--- config.mk ---
export PLATFORM = sky130hd
export DESIGN_NAME = pc_sequencer
export DESIGN_NICKNAME = d
export VERILOG_FILES = /design/src/rtl/pc_sequencer.sv
export SDC_FILE = /design/constraint.sdc
export NUM_CORES = 1
export LEC_CHECK = 0
export BUFFER_PORTS_ARGS = -buffer_cell sky130_fd_sc_hd__buf_4
export CAP_MARGIN = 10
export CORE_ASPECT_RATIO = 0.6
export CORE_MARGIN = 2
export CORE_UTILIZATION = 46
export DETAILED_ROUTE_END_ITERATION = 6
export GPL_ROUTABILITY_DRIVEN = 0
export PLACE_DENSITY_LB_ADDON = 0.25
export SYNTH_ARGS = -nofsm -noshare
export SYNTH_HDL_FRONTEND = slang
export SYNTH_SLANG_ARGS = --single-unit
--- constraint.sdc ---
create_clock -name clk -period 3.01 [get_ports clk]
set_input_delay 0.602 -clock clk [delete_from_list [all_inputs] [get_ports clk]]
set_output_delay 0.602 -clock clk [all_outputs]
set_load 0.005 [all_outputs]
--- src/rtl/pc_sequencer.sv ---
// Program-counter owner for the 5-stage pipeline: fetch sequencing, EX redirects,
// ECALL trap entry, EBREAK halt/resume, plus sticky misalign flag and redirect counter.
module pc_sequencer #(
  parameter logic [31:0] RESET_PC = 32'h0000_0000,
  parameter logic [31:0] TRAP_VEC = 32'h0000_0000,
  parameter int          CNT_W    = 16
) (
  input  logic             clk,
  input  logic             rst,
  input  logic             stall,
  input  logic             ex_redirect,
  input  logic [31:0]      ex_target,
  input  logic [31:0]      ex_pc,
  input  logic             ex_is_ebreak,
  input  logic             ex_is_ecall,
  input  logic             resume,
  output logic [31:0]      pc,
  output logic             pc_valid,
  output logic             flush_ifid,
  output logic             flush_idex,
  output logic             halted,
  output logic [31:0]      epc,
  output logic             misalign,
  output logic [CNT_W-1:0] redirect_cnt
);

  typedef enum logic {ST_RUN = 1'b0, ST_HALT = 1'b1} state_t;

  state_t           r_state, w_state_next;
  logic [31:0]      r_pc, w_pc_next;
  logic             r_pc_valid, w_pc_valid_next;
  logic [31:0]      r_epc, w_epc_next;
  logic             r_misalign, w_misalign_next;
  logic [CNT_W-1:0] r_cnt;
  logic             w_run, w_take;

  assign w_run  = (r_state == ST_RUN);
  // Only redirects seen in RUN are architecturally accepted; HALT ignores EX.
  assign w_take = w_run & ex_redirect;

  always_ff @(posedge clk) begin
    if (rst) r_state <= ST_RUN;
    else     r_state <= w_state_next;
  end

  always_comb begin
    w_state_next = r_state;
    case (r_state)
      ST_RUN:  if (ex_redirect && ex_is_ebreak) w_state_next = ST_HALT;
      ST_HALT: if (resume)                      w_state_next = ST_RUN;
      default: w_state_next = ST_RUN;
    endcase
  end

  always_comb begin
    flush_ifid = w_take & ~rst;
    flush_idex = w_take & ~rst;
    halted     = (r_state == ST_HALT);
  end

  always_comb begin
    w_pc_next       = r_pc;
    w_pc_valid_next = r_pc_valid;
    w_epc_next      = r_epc;
    w_misalign_next = r_misalign;
    if (w_run) begin
      if (w_take && ex_is_ebreak) begin
        w_pc_next       = ex_pc;
        w_pc_valid_next = 1'b0;
      end else if (w_take && ex_is_ecall) begin
        w_pc_next  = TRAP_VEC;
        w_epc_next = ex_pc + 32'd4;
      end else if (w_take) begin
        w_pc_next       = {ex_target[31:2], 2'b00};
        w_misalign_next = r_misalign | (ex_target[1:0] != 2'b00);
      end else if (!stall) begin
        w_pc_next = r_pc + 32'd4;
      end
    end else if (resume) begin
      w_pc_next       = r_pc + 32'd4;
      w_pc_valid_next = 1'b1;
    end
  end

  always_ff @(posedge clk) begin
    if (rst) begin
      r_pc       <= RESET_PC;
      r_pc_valid <= 1'b1;
      r_epc      <= 32'd0;
      r_misalign <= 1'b0;
      r_cnt      <= '0;
    end else begin
      r_pc       <= w_pc_next;
      r_pc_valid <= w_pc_valid_next;
      r_epc      <= w_epc_next;
      r_misalign <= w_misalign_next;
      if (w_take && !(&r_cnt)) r_cnt <= r_cnt + CNT_W'(1);
    end
  end

  assign pc           = r_pc;
  assign pc_valid     = r_pc_valid;
  assign epc          = r_epc;
  assign misalign     = r_misalign;
  assign redirect_cnt = r_cnt;

endmodule
-- Word level (Yosys, flattened, before mapping)
Cells that the tools add are included.
- input bits: 71
- register bits: 83
- word-level logic and storage cells: 42
- equality and inequality tests: 2
- reductions and logical operators: 12
- $add $sub $neg: 3
- muxes and demuxes: 12
- bitwise logic cells: 7
- operators with widths (kind ; number):
    2-to-1 mux 32 bit ; 6
    adder 32 x 3 -> 32 bit, second input constant ; 2
    adder 16 x 1 -> 16 bit, second input constant ; 1
    AND reduction 16 bit ; 1
    2-to-1 mux 1 bit ; 5
    inequality test 5 x 1 -> 1 bit, second input constant ; 1
    logical AND 1 bit ; 4
    inverter 1 bit ; 4
    AND reduction 2 bit ; 2
    AND reduction 4 bit ; 1
    nonzero test 2 bit ; 2
    AND reduction 3 bit ; 1
    AND 1 bit ; 2
    inequality test 2 bit, second input constant ; 1
    one-hot mux 1 bit (2 select lines) ; 1
    zero test 1 bit ; 1
    OR 1 bit ; 1

-- Longest topological paths before layout
Gate-level depths: netlist of run 1.
- depth after elaboration: 6
- depth in mapped cells: 8
- mapped depth without buffers: 6

-- Least setup slack after synthesis of run 1
OpenSTA, ideal clock, no wires.
- path kind: input to output
- start point: input ex_redirect
- end point: output flush_ifid
- arrival: 1.492 ns
- path slack: 0.916 ns
- cell stages on the path: 5
- cell sequence: nand2b_1 clkbuf_1 clkbuf_1 nor2_1 buf_4
- cells in the longest elaborated chain, start to end: 2
- ends and longest elaborated chain (item ; line ; RTL):
    start: declaration ; 11 ; input logic ex_redirect,
    AND 1 bit ; 39 ; assign w_take = w_run & ex_redirect;
    AND 1 bit ; - ;
    end: declaration ; 19 ; output logic flush_ifid,
Every way passes these cells.

-- Worst setup path after layout of run 1
- start point: register r_state (netlist: halted)
- end point: output flush_idex
- cells in the longest elaborated chain, start to end: 3
- ends and longest elaborated chain (item ; line ; RTL):
    start: declaration ; 29 ; state_t r_state, w_state_next;
    start signal: assignment ; 43 ; else r_state <= w_state_next;
    inverter 1 bit (no line) ; - ;
    AND 1 bit ; 39 ;
    AND 1 bit ; 57 ; flush_idex = w_take & ~rst;
    end: declaration ; 20 ; output logic flush_idex,
Every way passes these cells.

==> flow_summary_export.csv, run 1 <==
group,metric,value,unit
run_status,outcome,"complete, no violations",
placed_design,pre_cts_slack,663,ps
placed_design,placedCellCount,852,
synth,synth_area,4900,um2
synth,yosys.cell_types.count,69,
layout,stdcell_area,6430,um2
sta,report.final.slew_viol_count,0,
sta,fin_crit,2570,ps
layout,post-route-util,61.3,%
floorplan,die_width,137,um
synth,yosys_warnings,0,
grt,grt-ovfl-total,0,
clocking,cts.sinks,83,
floorplan,dieArea,11500,um2
power_and_ir_drop,p_per_area,437,nW/um2
synth,synth_area_leaders,"dfxtp_1, nor2_1, xnor2_1",
routing,drc,0,
sta,tightest_slew,839,ps
grt,gr-usage-all-layers,27.9,%
setup_path,reg2reg_to,"pc[16]",
layout,final_nets,798,
sta,setup_slack,442,ps
setup_path,cp_max_fo,14,
floorplan,io_pins,156,
floorplan,num_rows,29,
min_path,whs_path_depth,2,
floorplan,start_util,46.8,%
floorplan,core-area,10500,um2
synth,yosys-top-cells-count,"dfxtp_1, nor2_1, nand2_1",
clocking,clockBufferDepth,2,
layout,stdcell_count,868,
clocking,htree_levels,3,
setup_path,cpLargestDelayFamily,"simple AND/OR/NAND/NOR gates",
clocking,post_cts_buffers,0,
power_and_ir_drop,ir_drop,0.320,mV
synth,synth_seq_cells,83,
synth,async_flop_share,0,%
sta,setup_viol,0,
min_path,min_from,"misalign",
synth,yosysMostFrequentCell,"dfxtp_1",
power_and_ir_drop,p_leak,2.48,nW
clocking,cts_hold_buf,0,
setup_path,crit_path_end_kind,"primary output",
setup_path,arrival,1970,ps
clocking,clkLatencyLatePin,340,ps
grt,grt_pass1_vias,5016,
synth,synth-edff-count,0,
routing,dr_total_vias,5309,
setup_path,worstReg2RegStart,"pc[2]",
routing,ant_nets,0,
sta,setup_tns,0,ps
sta,fmax,389,MHz
routing,vias_per_cell,6.12,
floorplan,die_y,84.0,um
setup_path,r2r.worst_path.cells,6,
placed_design,dp_hpwl,11.8,mm
synth,synthCells,593,
placed_design,io_buffers,155,
routing,routed_wl,15.9,mm
min_path,hold_path.class,"flop to flop",
clocking,root_buffer,"clkbuf_16",
sta,rsz0062_at_grt,"no",
synth,synth_seq_area_share,33.9,%
sta,finalHoldViolCount,0,
setup_path,startpoint_type,"flop",
setup_path,worstPathRequired,2410,ps
layout,diodes,0,
sta,clock_skew,5.76,ps
grt,antenna_found_initial,0,
setup_path,cp_num_buf_inv,1,
clocking,cts_made_buffers,9,
sta,relSlewSlack,43.9,%
clocking,clk_pin_slew,60,ps
clocking,post_cts_resized,0,
layout,post_route_cells_drive_above_1_share,28.7,%
layout,area.growth.synth_to_final,31.1,%
routing,wl_per_cell,18.4,um
routing,firstDrtPassIters,7,
job,drv_cap,0,
setup_path,path_cells,"nand2b_1 -> nor2_1 -> buf_4",
setup_path,path_class,"flop to primary output",
clocking,cts_tree,"yes",
grt,grt_max_degree,62,
synth,ys.flop_type,"dfxtp_1",
synth,yosys.area.top_type,"dfxtp_1",
synth,synth_fp_nets,667,
sta,fin_crit_sh,85.3,%
min_path,holdPathEnd,"misalign",
setup_path,r2r_slack,760,ps
grt,grt_pass1_wl,25.6,mm
routing,drtIter0Drc,548,
placed_design,dpl_cell_area,6140,um2
synth,synth_top_area_share,33.9,%
setup_path,slowest_stage,"nand2b_1",
setup_path,critPathMaxStageDelay,670,ps
synth,synth.avg_cell_area,8.27,um2
per-stage QoR:
step,hold slack (ps),power (W)
2_1_floorplan,442,0.00148
3_3_place_gp,437,0.00173
3_5_place_dp,443,0.00174
4_1_cts,459,0.00282
5_1_grt,481,0.00293
6_report,456,0.00281
cells in the final DEF (no fill, tap or decap), drive strengths merged, types with 7 or more instances in the layout:
master / instances
xor2: 14
a211oi: 32
a31oi: 13
o21ai: 28
a22oi: 15
clkbuf: 15
a21oi: 30
nand3: 26
or3: 7
nand4: 25
dfxtp: 83
xnor2: 27
nor3: 16
buf: 165
nor2: 81
nor4: 14
nand2: 37
and3: 14
metal layers:
layer	up-vias	global-route usage [%]	share of wire, %
li1	2487	-	-
met1	2501	39.6	45
met2	299	42.1	44
met3	22	6.56	10
met4	0	7.78	1.5
met5	-	0	0
how the worst max path moves through the flow:
stage / from / end / slack, ps / depth (start not counted)
after detailed placement: ex_pc[2] / epc[20] / 660 / 7
after floorplan: ex_redirect / flush_ifid / 920 / 5
after global placement: ex_pc[2] / epc[20] / 770 / 7
after global routing: halted / flush_idex / 330 / 3
final: halted / flush_idex / 440 / 3
after CTS: halted / flush_idex / 460 / 3
registers in the layout, summed over array words and instances, names as in the netlist:
name          count
redirect_cnt     16
pc               32
halted            1
epc              32
misalign          1
pc_valid          1
power by group:
| group | internal (W) | switching (W) | total [W] |
|---|---|---|---|
| registers | 0.00116 | 0.0000666 | 0.00122 |
| clock network | 0.000649 | 0.000436 | 0.00109 |
| logic | 0.000244 | 0.000258 | 0.000502 |
| total | 0.00205 | 0.000760 | 0.00281 |
logic make-up (layout without fill, tap and decap cells):
kind of cell             Yosys count  in the layout  share of synthesized area [%]
adder cells (fa/ha/maj)            3              3                          0.766
AND/OR/NAND/NOR                  249            249                           28.9
flip-flops                        83             83                           33.9
XOR/XNOR                          41             41                           7.32
buffers and inverters             49            185                           4.59
AO/OA/AOI/OAI                    162            162                           23.3
multiplexers                       6              6                           1.22
worst min-delay path, delay by kind of cell (launching register included):
kind                   cells  cell delay [ps]
DFF                        1              310
AOI/OAI and AO/OA          1               50
buffers and inverters      1               50
area by class of cell:
| cell class | count | area, um2 |
|---|---|---|
| clock buffer | 15 | 288 |
| clock inverter | 1 | 5.00 |
| fill | 932 | 4060 |
| inverter | 4 | 15.0 |
| multi-input combinational | 461 | 3030 |
| sequential | 83 | 1660 |
| tap | 139 | 174 |
| timing repair buffer | 165 | 1250 |
Note: power is estimated with default switching activity, not from simulation.
==> run 2: changes to the inputs <==
- PLACE_DENSITY_LB_ADDON: 0.25 -> 0.12
==> run 2 against run 1 <==
Against the previous run: worst setup slack worse by 50 ps; critical endpoint unchanged; power grew 7.3%; register-to-register slack about the same; hold slack improved by 10 ps; clock skew grew 2.0 ps; clock-buffer cell count down 3; die area stayed put.
==> flow_summary_export.csv, run 2 (synthesized netlist as in run 1, its figures left out) <==
group,metric,value,unit
run_status,outcome,"complete, no violations",
layout,post-route-util,61.9,%
grt,antenna_found_initial,1,
clocking,cts_hold_buf,0,
setup_path,cp_max_fo,14,
layout,area.growth.synth_to_final,32.3,%
sta,finalHoldViolCount,0,
placed_design,io_buffers,155,
routing,dr_total_vias,5278,
setup_path,startpoint_type,"flop",
routing,firstDrtPassIters,5,
power_and_ir_drop,p_per_area,465,nW/um2
floorplan,start_util,46.8,%
floorplan,num_rows,29,
routing,drtIter0Drc,502,
routing,routed_wl,16.2,mm
clocking,post_cts_buffers,0,
clocking,htree_levels,3,
clocking,root_buffer,"clkbuf_16",
clocking,cts.sinks,83,
layout,n_fill_cell,937,
grt,grt_max_degree,62,
floorplan,io_pins,156,
setup_path,crit_path_end_kind,"primary output",
grt,grt_pass1_wl,25.3,mm
clocking,clk_pin_slew,60,ps
sta,report.final.slew_viol_count,0,
clocking,cts_made_buffers,9,
routing,wl_per_cell,18.6,um
placed_design,dp_hpwl,11.8,mm
floorplan,die_width,137,um
sta,clock_skew,7.76,ps
clocking,cts_tree,"yes",
grt,grt-ovfl-total,0,
sta,setup_tns,0,ps
setup_path,worstPathRequired,2410,ps
clocking,post_cts_resized,0,
layout,layout_common_cells,"buf_4, dfxtp_1, nor2_1",
layout,post_route_cells_drive_above_1_share,28.6,%
sta,relSlewSlack,49.4,%
sta,setup_viol,0,
setup_path,worstReg2RegStart,"pc[2]",
routing,ant_nets,0,
setup_path,arrival,2020,ps
routing,drc,0,
grt,gr-usage-all-layers,27.9,%
min_path,hold_path.class,"flop to flop",
sta,fin_crit,2620,ps
power_and_ir_drop,p_leak,2.49,nW
floorplan,die_y,84.0,um
setup_path,path_class,"flop to primary output",
setup_path,r2r_slack,750,ps
grt,grt_pass1_vias,4759,
layout,final_common_cell,"buf_4",
setup_path,cp-startpoint,"halted",
clocking,clockBufferDepth,2,
sta,fin_crit_sh,87.0,%
power_and_ir_drop,ir_drop,0.314,mV
min_path,min_from,"misalign",
job,drv_cap,0,
sta,rsz0062_at_grt,"no",
clocking,clkLatencyLatePin,340,ps
sta,fmax,382,MHz
floorplan,core-area,10500,um2
floorplan,dieArea,11500,um2
routing,vias_per_cell,6.08,
sta,tightest_slew,759,ps
layout,final_nets,797,
==> run 2: cell types whose count changed in the layout (fill, tap and decap cells not counted), sizes merged <==
cell | before | now
bufinv | 0 | 3
clkbuf | 15 | 12
buf | 165 | 164
clkinv | 1 | 0
clkinvlp | 0 | 1
diode | 0 | 1
==> run 2: per-stage QoR <==
| stage | hold WS [ps] | instances | worst slack, ps | total power, W | cell area [um2] |
|---|---|---|---|---|---|
| 4_1_cts | 467 | 867 | 377 | 0.00302 | 6480 |
| 6_report | 466 | 868 | 392 | 0.00301 | 6490 |
| 2_1_floorplan | 442 | 593 | 916 | 0.00148 | 4900 |
| 5_1_grt | 466 | 867 | 284 | 0.00313 | 6480 |
| 3_5_place_dp | 455 | 851 | 691 | 0.00174 | 6140 |
| 3_3_place_gp | 438 | 851 | 780 | 0.00173 | 6140 |
==> run 2: worst paths after layout <==
kind / end / depth (start not counted)
setup / recovery: flush_idex / 3
hold / removal: misalign / 2
setup reg to reg: pc[26] / 6
hold reg to reg: misalign / 2
==> run 2: area by class of cell <==
type	count	area [um2]	share of cell area, %
multi-input cells	461	3030	46.8
clock inverters	4	97.6	1.50
repair buffers	164	1260	19.4
well taps	139	174	2.68
diodes	1	2.50	0.0386
clock buffers	12	246	3.80
flip-flops and latches	83	1660	25.6
inverters	4	15.0	0.231
==> run 2: metal layers <==
metal / wire length [um] / global-route usage [%] / up-vias
met5: 0 / 0 / -
met4: 300 / 9.47 / 0
met3: 1630 / 8.01 / 26
met2: 6800 / 39.4 / 273
met1: 7440 / 40.1 / 2486
li1: - / - / 2493
==> run 2: critical path: stages, from the launching register on <==
cell      delay (ps)
dfxtp_1          610
nand2b_1         670
nor2_1           200
buf_4            200
==> run 2: report_power, final <==
| part | switching, W | internal, W | total (W) |
|---|---|---|---|
| Combinational | 0.000258 | 0.000245 | 0.000504 |
| Sequential | 0.0000664 | 0.00116 | 0.00122 |
| Clock | 0.000455 | 0.000835 | 0.00129 |
==> run 3: changes to the inputs <==
- ABC_AREA: not set -> 1
==> run 3 against run 2 <==
Against the previous run: worst setup slack better by 590 ps; critical path depth is 6 higher; clock power hardly changed; via count is 25% higher; non-clock buffer count is 2 lower; first-iteration DRC count is 48% higher; final area is 11% higher; final cell count is 42% higher; core utilization is 1.7 points lower; register-to-register slack better by 240 ps; critical path type is now flop to flop.
==> flow_summary_export.csv, run 3 <==
group,metric,value,unit
sta,relSlewSlack,52.2,%
setup_path,cpLargestDelayFamily,"simple AND/OR/NAND/NOR gates",
routing,dr_total_vias,6590,
run_status,outcome,"complete, no violations",
routing,ant_nets,0,
layout,stdcell_count,1232,
synth,yosys-top-cells-count,"nand2_1, nor2_1, inv_1",
sta,finalHoldViolCount,0,
sta,rsz0062_at_grt,"no",
layout,area.growth.synth_to_final,28.7,%
grt,antenna_found_initial,0,
setup_path,arrival,2250,ps
power_and_ir_drop,seq_power_share,40.2,%
setup_path,critPathMaxStageDelay,390,ps
sta,tightest_slew,716,ps
floorplan,core-area,11900,um2
clocking,cts_tree,"yes",
setup_path,worstPathRequired,3240,ps
setup_path,cp_num_buf_inv,0,
synth,yosys_warnings,0,
clocking,clkLatencyLatePin,350,ps
power_and_ir_drop,pwr-share-comb,19.5,%
power_and_ir_drop,p_sw_share,30.5,%
sta,fin_crit_sh,67.2,%
setup_path,reg2reg_to,"redirect_cnt[10]",
synth,synthSimpleGateAreaFrac,40.2,%
synth,ys.flop_type,"dfxtp_1",
grt,gr-usage-all-layers,29.7,%
grt,grt_pass1_wl,30.3,mm
floorplan,die_y,89.4,um
layout,layout_common_cells,"nand2_1, buf_4, nor2_1",
min_path,min_from,"ex_pc[2]",
synth,synth_area_leaders,"dfxtp_1, nand2_1, nor2_1",
floorplan,dieArea,13100,um2
setup_path,path_cells,"ha_1 -> nand3_1 -> nor2_1 -> nand3_1 -> nand2_1 -> nor2_1 -> nand2_1 -> o21ai_0 -> a21oi_1",
synth,synth_top_area_share,29.7,%
synth,synthAdderAreaFrac,0.672,%
power_and_ir_drop,p_clk_share,40.3,%
sta,fin_crit,2020,ps
grt,grt_pass1_vias,5476,
power_and_ir_drop,p_per_area,435,nW/um2
sta,clock_skew,10.6,ps
layout,final_common_cell,"nand2_1",
power_and_ir_drop,cell_internal_pwr,0.00217,W
synth,synth_compound_area_share,15.6,%
synth,synth_top_family_by_area,"simple AND/OR/NAND/NOR gates",
setup_path,r2r_slack,990,ps
synth,async_flop_share,0,%
power_and_ir_drop,ir_drop,0.275,mV
floorplan,die_width,146,um
clocking,post_cts_resized,0,
clocking,cts.sinks,83,
min_path,whs_path_depth,2,
synth,synth_seq_area_share,29.7,%
clocking,post_cts_buffers,0,
job,drv_cap,0,
synth,synth-edff-count,0,
layout,post_route_cells_drive_above_1_share,20.7,%
layout,diodes,0,
floorplan,start_util,46.8,%
sta,fmax,494,MHz
setup_path,slowest_stage,"nor2_1",
clocking,clockBufferDepth,2,
setup_path,cp_max_fo,11,
power_and_ir_drop,p_switching,0.000953,W
power_and_ir_drop,p_leak,3.23,nW
synth,synth_area,5590,um2
synth,yosys.area.top_type,"dfxtp_1",
sta,setup_viol,0,
routing,wl_per_cell,16.0,um
placed_design,dp_hpwl,15.1,mm
min_path,holdPathEnd,"epc[2]",
placed_design,placedCellCount,1216,
synth,synth_fp_nets,996,
routing,routed_wl,19.7,mm
floorplan,num_rows,31,
setup_path,path_class,"flop to flop",
setup_path,r2r.worst_path.cells,9,
clocking,clk_pin_slew,70,ps
synth,synth.avg_cell_area,6.06,um2
placed_design,io_buffers,155,
routing,drtIter0Drc,743,
routing,firstDrtPassIters,6,
routing,drc,0,
synth,synthCells,922,
routing,vias_per_cell,5.35,
min_path,hold_path.class,"input port to flop",
floorplan,io_pins,156,
clocking,root_buffer,"clkbuf_16",
clocking,cts_made_buffers,9,
synth,yosys.cell_types.count,39,
setup_path,worstReg2RegStart,"redirect_cnt[0]",
layout,final_nets,1136,
synth,synth_xor_area_share,3.45,%
synth,yosys-mux-area-fraction,0,%
clocking,cts_hold_buf,0,
synth,yosysMostFrequentCell,"nand2_1",
sta,report.final.slew_viol_count,0,
sta,setup_tns,0,ps
clocking,htree_levels,3,
setup_path,crit_path_end_kind,"flop",
grt,grt-ovfl-total,0,
grt,grt_max_degree,43,
synth,synth_seq_cells,83,
setup_path,startpoint_type,"flop",
==> run 3: cell types whose count changed after synthesis, sizes merged, moves of 18 or more <==
cell    before  now
nand2       37  275
inv          4  112
nor2        81  130
nand3       26   65
o21ai       28   67
a211oi      32    2
a21oi       30   55
xnor2       27    9
==> run 3: cells by family (layout without fill, tap and decap cells) <==
kind of cell | Yosys count | in the layout
and+or+nand+nor | 510 | 510
AOI/OAI and AO/OA | 159 | 159
xor gates and xnor gates | 22 | 22
adders and majority gates | 3 | 3
buffers and inverters | 145 | 290
DFF | 83 | 83
==> run 3: layout make-up <==
class / count / area (um2)
inverter: 112 / 420
clock buffer: 9 / 225
timing repair buffer: 162 / 1220
clock inverter: 7 / 110
sequential: 83 / 1660
multi-input combinational: 694 / 3350
fill: 1215 / 4760
tap: 165 / 206
==> run 3: layer usage <==
metal  vias to the layer above  part of all wire [%]  routed length, um  global-route usage (%)
li1                       3263                     -                  -                       -
met1                      2913                    50               9800                    47.9
met2                       396                    38               7410                    40.4
met3                        18                    12               2350                    5.20
met4                         0                  0.92                182                    5.65
met5                         -                     0                  0                       0
==> run 3: how the worst max path moves through the flow <==
stage,cells after the start,end,slack [ps],start
floorplan,4,flush_ifid,1030,rst
CTS,6,flush_idex,980,ex_redirect
global placement,8,epc[10],770,ex_redirect
finish,9,redirect_cnt[10],990,redirect_cnt[0]
global route,9,redirect_cnt[10],750,redirect_cnt[0]
detailed placement,12,pc[28],730,ex_redirect
==> run 3: metrics by stage <==
stage / utilization (%) / cell area, um2 / hold WS (ps) / setup WS, ps / power [W]
CTS: 60.2 / 7190 / 454 / 983 / 0.00313
global placement: 57.4 / 6850 / 443 / 770 / 0.00188
detailed placement: 57.4 / 6850 / 451 / 726 / 0.00188
finish: 60.2 / 7190 / 458 / 987 / 0.00313
global route: 60.2 / 7190 / 456 / 748 / 0.00326
floorplan: - / 5590 / 447 / 1030 / 0.00157
==> run 3: power by group through the flow <==
stage,clock [W],combinational (W),sequential (W)
detailed placement,0,0.000600,0.00128
CTS,0.00127,0.000603,0.00125
floorplan,0,0.000315,0.00126
global placement,0,0.000596,0.00128
finish,0.00126,0.000610,0.00126
global route,0.00132,0.000674,0.00127
